===== src/rtl/spart_rx_fifo.sv =====
// SPART receive path: oversampled serial frame recovery with majority voting,
// parity/framing checks and a small receive FIFO drained by the bus side.
module spart_rx_fifo #(
    parameter int DATA_BITS  = 8,
    parameter int OVERSAMPLE = 16,
    parameter int PARITY_EN  = 0,
    parameter int PARITY_ODD = 0,
    parameter int FIFO_DEPTH = 4
) (
    input  logic                          clk,
    input  logic                          rst_n,
    input  logic                          rxEnable,
    input  logic                          RxD,
    input  logic                          rd,
    input  logic                          clr_err,
    output logic [DATA_BITS-1:0]          rx_data,
    output logic                          RDA,
    output logic [$clog2(FIFO_DEPTH):0]   fifo_count,
    output logic                          parity_err,
    output logic                          frame_err,
    output logic                          overrun
);

    localparam int CW = $clog2(OVERSAMPLE);
    localparam int AW = $clog2(FIFO_DEPTH);
    localparam int BW = $clog2(DATA_BITS + 1);
    localparam logic [CW-1:0] T_LO   = CW'(OVERSAMPLE / 2 - 1);
    localparam logic [CW-1:0] T_MID  = CW'(OVERSAMPLE / 2);
    localparam logic [CW-1:0] T_VOTE = CW'(OVERSAMPLE / 2 + 1);
    localparam logic [CW-1:0] T_LAST = CW'(OVERSAMPLE - 1);
    localparam logic [BW-1:0] B_LAST = BW'(DATA_BITS - 1);
    localparam logic [AW:0]   FULL   = (AW + 1)'(FIFO_DEPTH);

    typedef enum logic [2:0] {IDLE, START, DATA, PARITY, STOP, BREAK} state_t;

    state_t                 state, state_nx;
    logic                   sync1, rxs;
    logic [CW-1:0]          cnt, cnt_nx;
    logic [BW-1:0]          bit_cnt;
    logic [DATA_BITS-1:0]   shreg;
    logic                   s_lo, s_mid, vote, at_vote, perr;
    logic                   push_req, set_perr, set_ferr, set_ovr;
    logic                   do_push, do_pop, full;
    logic [AW-1:0]          wr_ptr, rd_ptr;
    logic [AW:0]            count;
    logic [DATA_BITS-1:0]   mem [FIFO_DEPTH];

    always_ff @(posedge clk) begin
        if (!rst_n) begin
            sync1 <= 1'b1;
            rxs   <= 1'b1;
        end else begin
            sync1 <= RxD;
            rxs   <= sync1;
        end
    end

    // The counter is cleared on the tick that first sees the start edge, so
    // cnt_nx is the index of the current tick within the bit.
    assign cnt_nx  = (cnt == T_LAST) ? '0 : cnt + CW'(1);
    assign at_vote = rxEnable && (cnt_nx == T_VOTE);
    assign vote    = (s_lo & s_mid) | (s_lo & rxs) | (s_mid & rxs);
    assign full    = (count == FULL);

    always_ff @(posedge clk) begin
        if (!rst_n) state <= IDLE;
        else        state <= state_nx;
    end

    always_comb begin
        state_nx = state;
        push_req = 1'b0;
        set_perr = 1'b0;
        set_ferr = 1'b0;
        set_ovr  = 1'b0;
        if (rxEnable) begin
            case (state)
                IDLE:   if (!rxs) state_nx = START;
                START:  if (at_vote) state_nx = vote ? IDLE : DATA;
                DATA:   if (at_vote && bit_cnt == B_LAST)
                            state_nx = (PARITY_EN != 0) ? PARITY : STOP;
                PARITY: if (at_vote) state_nx = STOP;
                STOP: begin
                    if (at_vote) begin
                        if (!vote) begin
                            set_ferr = 1'b1;
                            state_nx = BREAK;
                        end else begin
                            state_nx = IDLE;
                            if (perr)             set_perr = 1'b1;
                            else if (full && !rd) set_ovr  = 1'b1;
                            else                  push_req = 1'b1;
                        end
                    end
                end
                BREAK:  if (rxs) state_nx = IDLE;
                default: state_nx = IDLE;
            endcase
        end
    end

    always_ff @(posedge clk) begin
        if (!rst_n) begin
            cnt     <= '0;
            bit_cnt <= '0;
            shreg   <= '0;
            s_lo    <= 1'b1;
            s_mid   <= 1'b1;
            perr    <= 1'b0;
        end else if (rxEnable) begin
            if (state == IDLE) begin
                cnt     <= '0;
                bit_cnt <= '0;
                perr    <= 1'b0;
            end else begin
                cnt <= cnt_nx;
                if (cnt_nx == T_LO)  s_lo  <= rxs;
                if (cnt_nx == T_MID) s_mid <= rxs;
                if (state == DATA && cnt_nx == T_VOTE) begin
                    shreg   <= {vote, shreg[DATA_BITS-1:1]};
                    bit_cnt <= bit_cnt + BW'(1);
                end
                if (state == PARITY && cnt_nx == T_VOTE)
                    perr <= ((^shreg) ^ vote) != (PARITY_ODD != 0);
            end
        end
    end

    // A pop on a full FIFO frees the slot, so push_req already excludes
    // only the full-without-pop case.
    assign do_push = push_req;
    assign do_pop  = rd && (count != '0);

    always_ff @(posedge clk) begin
        if (do_push) mem[wr_ptr] <= shreg;
    end

    always_ff @(posedge clk) begin
        if (!rst_n) begin
            wr_ptr <= '0;
            rd_ptr <= '0;
            count  <= '0;
        end else begin
            if (do_push) wr_ptr <= wr_ptr + AW'(1);
            if (do_pop)  rd_ptr <= rd_ptr + AW'(1);
            case ({do_push, do_pop})
                2'b10:   count <= count + (AW + 1)'(1);
                2'b01:   count <= count - (AW + 1)'(1);
                default: count <= count;
            endcase
        end
    end

    always_ff @(posedge clk) begin
        if (!rst_n) begin
            parity_err <= 1'b0;
            frame_err  <= 1'b0;
            overrun    <= 1'b0;
        end else begin
            parity_err <= set_perr | (parity_err & ~clr_err);
            frame_err  <= set_ferr | (frame_err  & ~clr_err);
            overrun    <= set_ovr  | (overrun    & ~clr_err);
        end
    end

    assign RDA        = (count != '0);
    assign fifo_count = count;
    assign rx_data    = RDA ? mem[rd_ptr] : '0;

endmodule


===== config.mk =====
export PLATFORM = sky130hd
export DESIGN_NAME = spart_rx_fifo
export DESIGN_NICKNAME = d
export VERILOG_FILES = /design/src/rtl/spart_rx_fifo.sv
export SDC_FILE = /design/constraint.sdc
export NUM_CORES = 1
export LEC_CHECK = 0
export CORE_AREA = 2 2 77 79
export DETAILED_ROUTE_END_ITERATION = 12
export DIE_AREA = 0 0 79 81
export PLACE_DENSITY = 0.76
export SLEW_MARGIN = 20
export SYNTH_ARGS = -nofsm -noshare
export SYNTH_HDL_FRONTEND = slang
export SYNTH_SLANG_ARGS = --single-unit

===== constraint.sdc =====
create_clock -name clk -period 2.92 [get_ports clk]
set_input_delay 0.438 -clock clk [delete_from_list [all_inputs] [get_ports clk]]
set_output_delay 0.438 -clock clk [all_outputs]
set_load 0.03 [all_outputs]

# == Yosys cells after proc, flatten, opt, wreduce, memory -nomap -nowiden ==
# Memories as Yosys holds them, arrays and structs flattened. A register that Yosys moved wholly into a read port is not among the register bits.
# Index checks and enable logic that the tools add are counted.
# word_totals
in_bits,6
mem_bits_rw,32
wordCells,116
regBits,34
n_memories,1
out_inout_bits,15
# memory_table
memory,words,word_bits,rd,rd_clocked_by_memory_dff,write_ports,line,text
mem,4,8,1,1,1,46,logic [DATA_BITS-1:0] mem [FIFO_DEPTH];
# op_classes
reduce_logical,19
n_eq_ne,19
addsub,6
bitwise,14
n_mux,42
# op_table
op,n
1-bit two-way mux,25
3-bit two-way mux,7
3-bit case mux with 6 select lines,1
4-bit two-way mux,4
"4-bit equality test, second input constant",3
"2-bit inequality test, second input constant",6
"3-bit equality test, second input constant",3
3-bit AND reduction,3
"4-bit by 1-bit adder with 4-bit output, second input constant",2
"4-bit by 3-bit equality test with 1-bit output, second input constant",2
8-bit two-way mux,1
8-bit XOR reduction,1
7-bit AND reduction,1
1-bit bitwise AND,6
"3-bit by 2-bit equality test with 1-bit output, second input constant",2
1-bit logical AND,6
2-bit two-way mux,3
3-bit case mux with 2 select lines,1
2-bit nonzero test,3
1-bit OR,5
"2-bit by 1-bit adder with 2-bit output, second input constant",2
2-bit AND reduction,2
"3-bit by 1-bit adder with 3-bit output, second input constant",1
"3-bit by 1-bit equality test with 1-bit output, second input constant",1
8 further kinds,9

# == Longest topological paths before layout ==
# depth
word_depth,10
mapped_depth,13
ltp_nobuf,12

# == Worst setup path before layout ==
# OpenSTA, ideal clock, no wires.
# synth_path
path_type,reg-to-reg
startpoint,"register count[0], in the netlist fifo_count[0]"
endpoint,"register count[2], in the netlist fifo_count[2]"
required_ps,2849
setup_ps,71
arrival_time_ps,2519
period_less_slack_ps,2589
n_path_buf,1
path_slack_ps,331
stages_incl_launch_ff,10
path_cell_list,dfxtp_1 > or3_1 > clkbuf_1 > and2_1 > ha_1 > inv_1 > fa_1 > xor2_1 > or3_1 > a21oi_1
# synth_between
word_cells_on_any_way,16
classes_between,add/sub (2); eq/ne (3); mux (7); reduce/logical (4)
# synth_rtl
element,line,text
"start, declared",45,logic [AW:0] count;
"start signal, assigned",147,2'b10: count <= count + (AW + 1)'(1);
"start signal, assigned",148,2'b01: count <= count - (AW + 1)'(1);
"start signal, assigned",149,default: count <= count;
3-bit nonzero test *,-,
net RDA,17,"output logic RDA,"
1-bit logical AND *,132,assign do_pop = rd && (count != '0);
net do_pop,43,"logic do_push, do_pop, full;"
2-bit by 1-bit equality test with 1-bit output / 2-bit equality test (equally long branches),146,"case ({do_push, do_pop})"
3-bit case mux with 2 select lines / 2-bit nonzero test (equally long branches),-,
# The timed path passes the listed nets; every way through them passes the cells marked *.
# A chain may end at the register's enable or synchronous reset.

# == Worst setup path after layout ==
# layout_path
startpoint,register rxs
endpoint,"register count[2], in the netlist fifo_count[2]"
# layout_between
elab_chain_cells,9
word_cells_on_any_way,12
classes_between,eq/ne (2); mux (5); bitwise (4); reduce/logical (1)
# layout_rtl
element,line,text
"start, declared",37,"logic sync1, rxs;"
"start signal, assigned",54,rxs <= sync1;
1-bit bitwise AND,62,assign vote = (s_lo & s_mid) | (s_lo & rxs) | (s_mid & rxs);
1-bit OR,62,
1-bit OR *,62,
1-bit two-way mux *,85,if (!vote) begin
1-bit two-way mux *,84,if (at_vote) begin
1-bit two-way mux *,77,case (state)
1-bit two-way mux *,76,if (rxEnable) begin
2-bit by 1-bit equality test with 1-bit output / 2-bit equality test (equally long branches),146,
3-bit case mux with 2 select lines / 2-bit nonzero test (equally long branches),-,
# Mark *: on every way between the ends. The rest lies on a longest branch, timed or not.

==> metrics.md <==
| Metric | Value |
|---|---|
| Routed via count | `2018` |
| Num rows | `28` |
| ANT nets after route | `0` |
| Congestion Overflow GR | `0` |
| Die Area | `6400 um2` |
| Power per Cell Area | `545 nW/um2` |
| DR pass1 iterations | `4` |
| Critical path arrival | `2.84 ns` |
| Initial antenna violation count | `0` |
| GPL Wtd Cong | `0.748` |
| Synthesis-stage register bit count | `68` |
| First-pass GRT wire length | `8800 um` |
| Area of the mapped netlist | `3120 um2` |
| Max Buffers Root-to-Sink | `2` |
| Post-synth EDFFs | `32` |
| Min-delay worst type | `register to register` |
| Horiz. Die Dim | `79 um` |
| Starting Density | `54.9%` |
| Clk pin slew, worst setup/hold paths | `0.07 ns` |
| Rel. slew slack | `37.5%` |
| Syn-to-layout area delta | `15.8%` |
| Post-CTS Setup Inserts | `0` |
| Fmax | `0.388 GHz` |
| Register area share after synthesis | `54.0%` |
| H-tree depth | `3` |
| PortBufs | `20` |
| Maximum ir drop on the vdd rail | `0.317 mV` |
| Diodes inserted | `0` |
| Post-synth cell types | `46` |
| Max Clock Skew | `0.00878 ns` |
| Final min period | `2.58 ns` |
| RSZ-0062 raised after global routing | `false` |
| Core Box Area | `5680 um2` |
| Top FF cell, synth | `dfxtp_1` |
| CP Launch Type | `register` |
| Initial drt markers | `67` |
| Syn. warnings | `0` |
| Status | `completed` |
| Vias in the first global route | `1945` |
| Critical path type | `register to register` |
| Nets | `313` |
| DRC viols | `0` |
| Slew Limit Fails | `0` |
| Tot GR Track Use | `18.2%` |
| Commonest non-fill, non-tap cell in the layout | `dfxtp_1` |
| Post-synth ARST share | `0%` |
| Final hold violations | `0` |
| Post-Syn Instances | `273` |
| # fillers | `444` |
| TNS Setup | `0 ns` |
| Largest net degree at the start of global routing | `31` |
| Clk sinks | `68` |
| Post-Syn Nets | `290` |
| Via density | `5.37` |
| Final WL | `5230 um` |
| Clk_lat worst skew | `0.34 ns` |
| Endpoint class of the critical path | `register` |
| Static Leakage | `1.29 nW` |
| Post_cts resized | `0` |
| Tcrit/Tclk final | `88.4%` |
| IO Pins | `21` |
| Routed WL per cell | `13.9 um` |
| CTS root buf | `clkbuf_8` |
| CTS Buf Count | `9` |
| Commonest cells after routing, fill and taps aside | `dfxtp_1 (36), edfxtp_1 (32), nand2_1 (26)` |
| CP required | `3.18 ns` |
| Syn Area/Cell | `11.4 um2` |
| Max cap viols | `0` |
| Final setup fails | `0` |
| CP Max Fanout | `7` |
| CTS tree | `yes` |
| Actual slew at the worst max-slew pin | `0.937 ns` |
| Die height | `81 um` |
| Share of layout cells above drive strength 1 | `12.3%` |
| DP Wirelength | `3590 um` |
| CTS hold repair buffers | `0` |
| Hold Slack | `0.439 ns` |
==> stage by stage <==
step                total power (W)  instances  cell area (um2)  utilization [%]  worst slack, ns
floorplan                   0.00107        273             3120                -            0.331
detailed placement          0.00109        360             3360             59.3           0.0619
global route                0.00203        376             3610             63.6            0.139
CTS                         0.00198        376             3610             63.6            0.325
global placement            0.00108        360             3360             59.3            0.117
finish                      0.00196        376             3610             63.6            0.340
==> layout make-up <==
cell class                 instances  area (um2)  share of cell area, %
sequential                        68        1680                   46.6
multi-input combinational        176        1290                   35.8
timing repair buffer              25         238                   6.59
clock buffer                      11         163                   4.51
tap                               75        93.8                   2.60
clock inverter                     5        81.3                   2.25
inverter                          16        60.1                   1.66
==> flip-flops by register name, summed over array words and instances (netlist names), 2 cells and up, named ones only <==
name,count
state,3
rd_ptr,2
wr_ptr,2
mem,32
shreg,8
fifo_count,3
bit_cnt,4
cnt,4
==> layer usage <==
metal  up-vias  global-route usage (%)  part of all wire (%)
met2        28                    31.4                    51
met5         -                       0                     0
met4         0                    8.62                   2.3
met1       970                    21.2                    44
li1       1009                       -                     -
met3        11                    5.22                   2.9
==> worst paths after layout <==
| kind | startpoint | end | slack (ns) | cells after the start |
|---|---|---|---|---|
| worst max-delay path | rxs | fifo_count[2] | 0.34 | 10 |
| worst min-delay path | sync1 | rxs | 0.44 | 1 |
| worst max register to register | rxs | fifo_count[2] | 0.34 | 10 |
| worst min register to register | sync1 | rxs | 0.44 | 1 |
==> kinds of logic after synthesis <==
group,count (synthesis),synth area share (%)
and+or+nand+nor,94,16.0
DFF,68,54.0
AOI/OAI and AO/OA,45,9.20
buffers and inverters,29,4.62
xor gates and xnor gates,13,4.14
muxes,12,7.07
adders and majority gates,12,4.98
==> worst max-delay path: stages, from the launching register on <==
cell	delay (ns)
dfxtp_1	0.34
maj3_1	0.45
and4_1	0.26
and3_2	0.21
inv_1	0.06
ha_1	0.17
inv_1	0.06
fa_1	0.37
xor2_1	0.16
or3_1	0.30
a21oi_1	0.14
==> power breakdown <==
part	switching [W]	internal [W]
Clock	0.000344	0.000556
Sequential	0.00000822	0.000993
Combinational	0.0000403	0.0000231
Total	0.000393	0.00157
==> synth_stat cells (2+ instances only) <==
cell type,instances,area [um2]
xor2_1,3,26.3
nor2_1,19,71.3
o21ai_0,8,40.0
xnor2_1,9,78.8
a21oi_1,22,110
nand2b_1,3,18.8
nor3_1,5,25.0
dfxtp_1,36,721
edfxtp_1,32,961
a211oi_1,2,15.0
inv_1,16,60.1
ha_1,10,125
clkbuf_1,4,15.0
nand3b_1,2,15.0
and3_2,2,15.0
o31a_1,2,17.5
clkbuf_8,2,27.5
and2_1,14,87.6
and4_1,2,17.5
nand3_1,8,40.0
or3_1,4,25.0
mux4_2,8,180
a31oi_1,2,12.5
a22oi_1,3,22.5
nand2_1,26,97.6
nor2b_1,2,12.5
mux2i_1,4,40.0
buf_2,5,25.0
No activity file was read; power rests on OpenSTA's default activity.
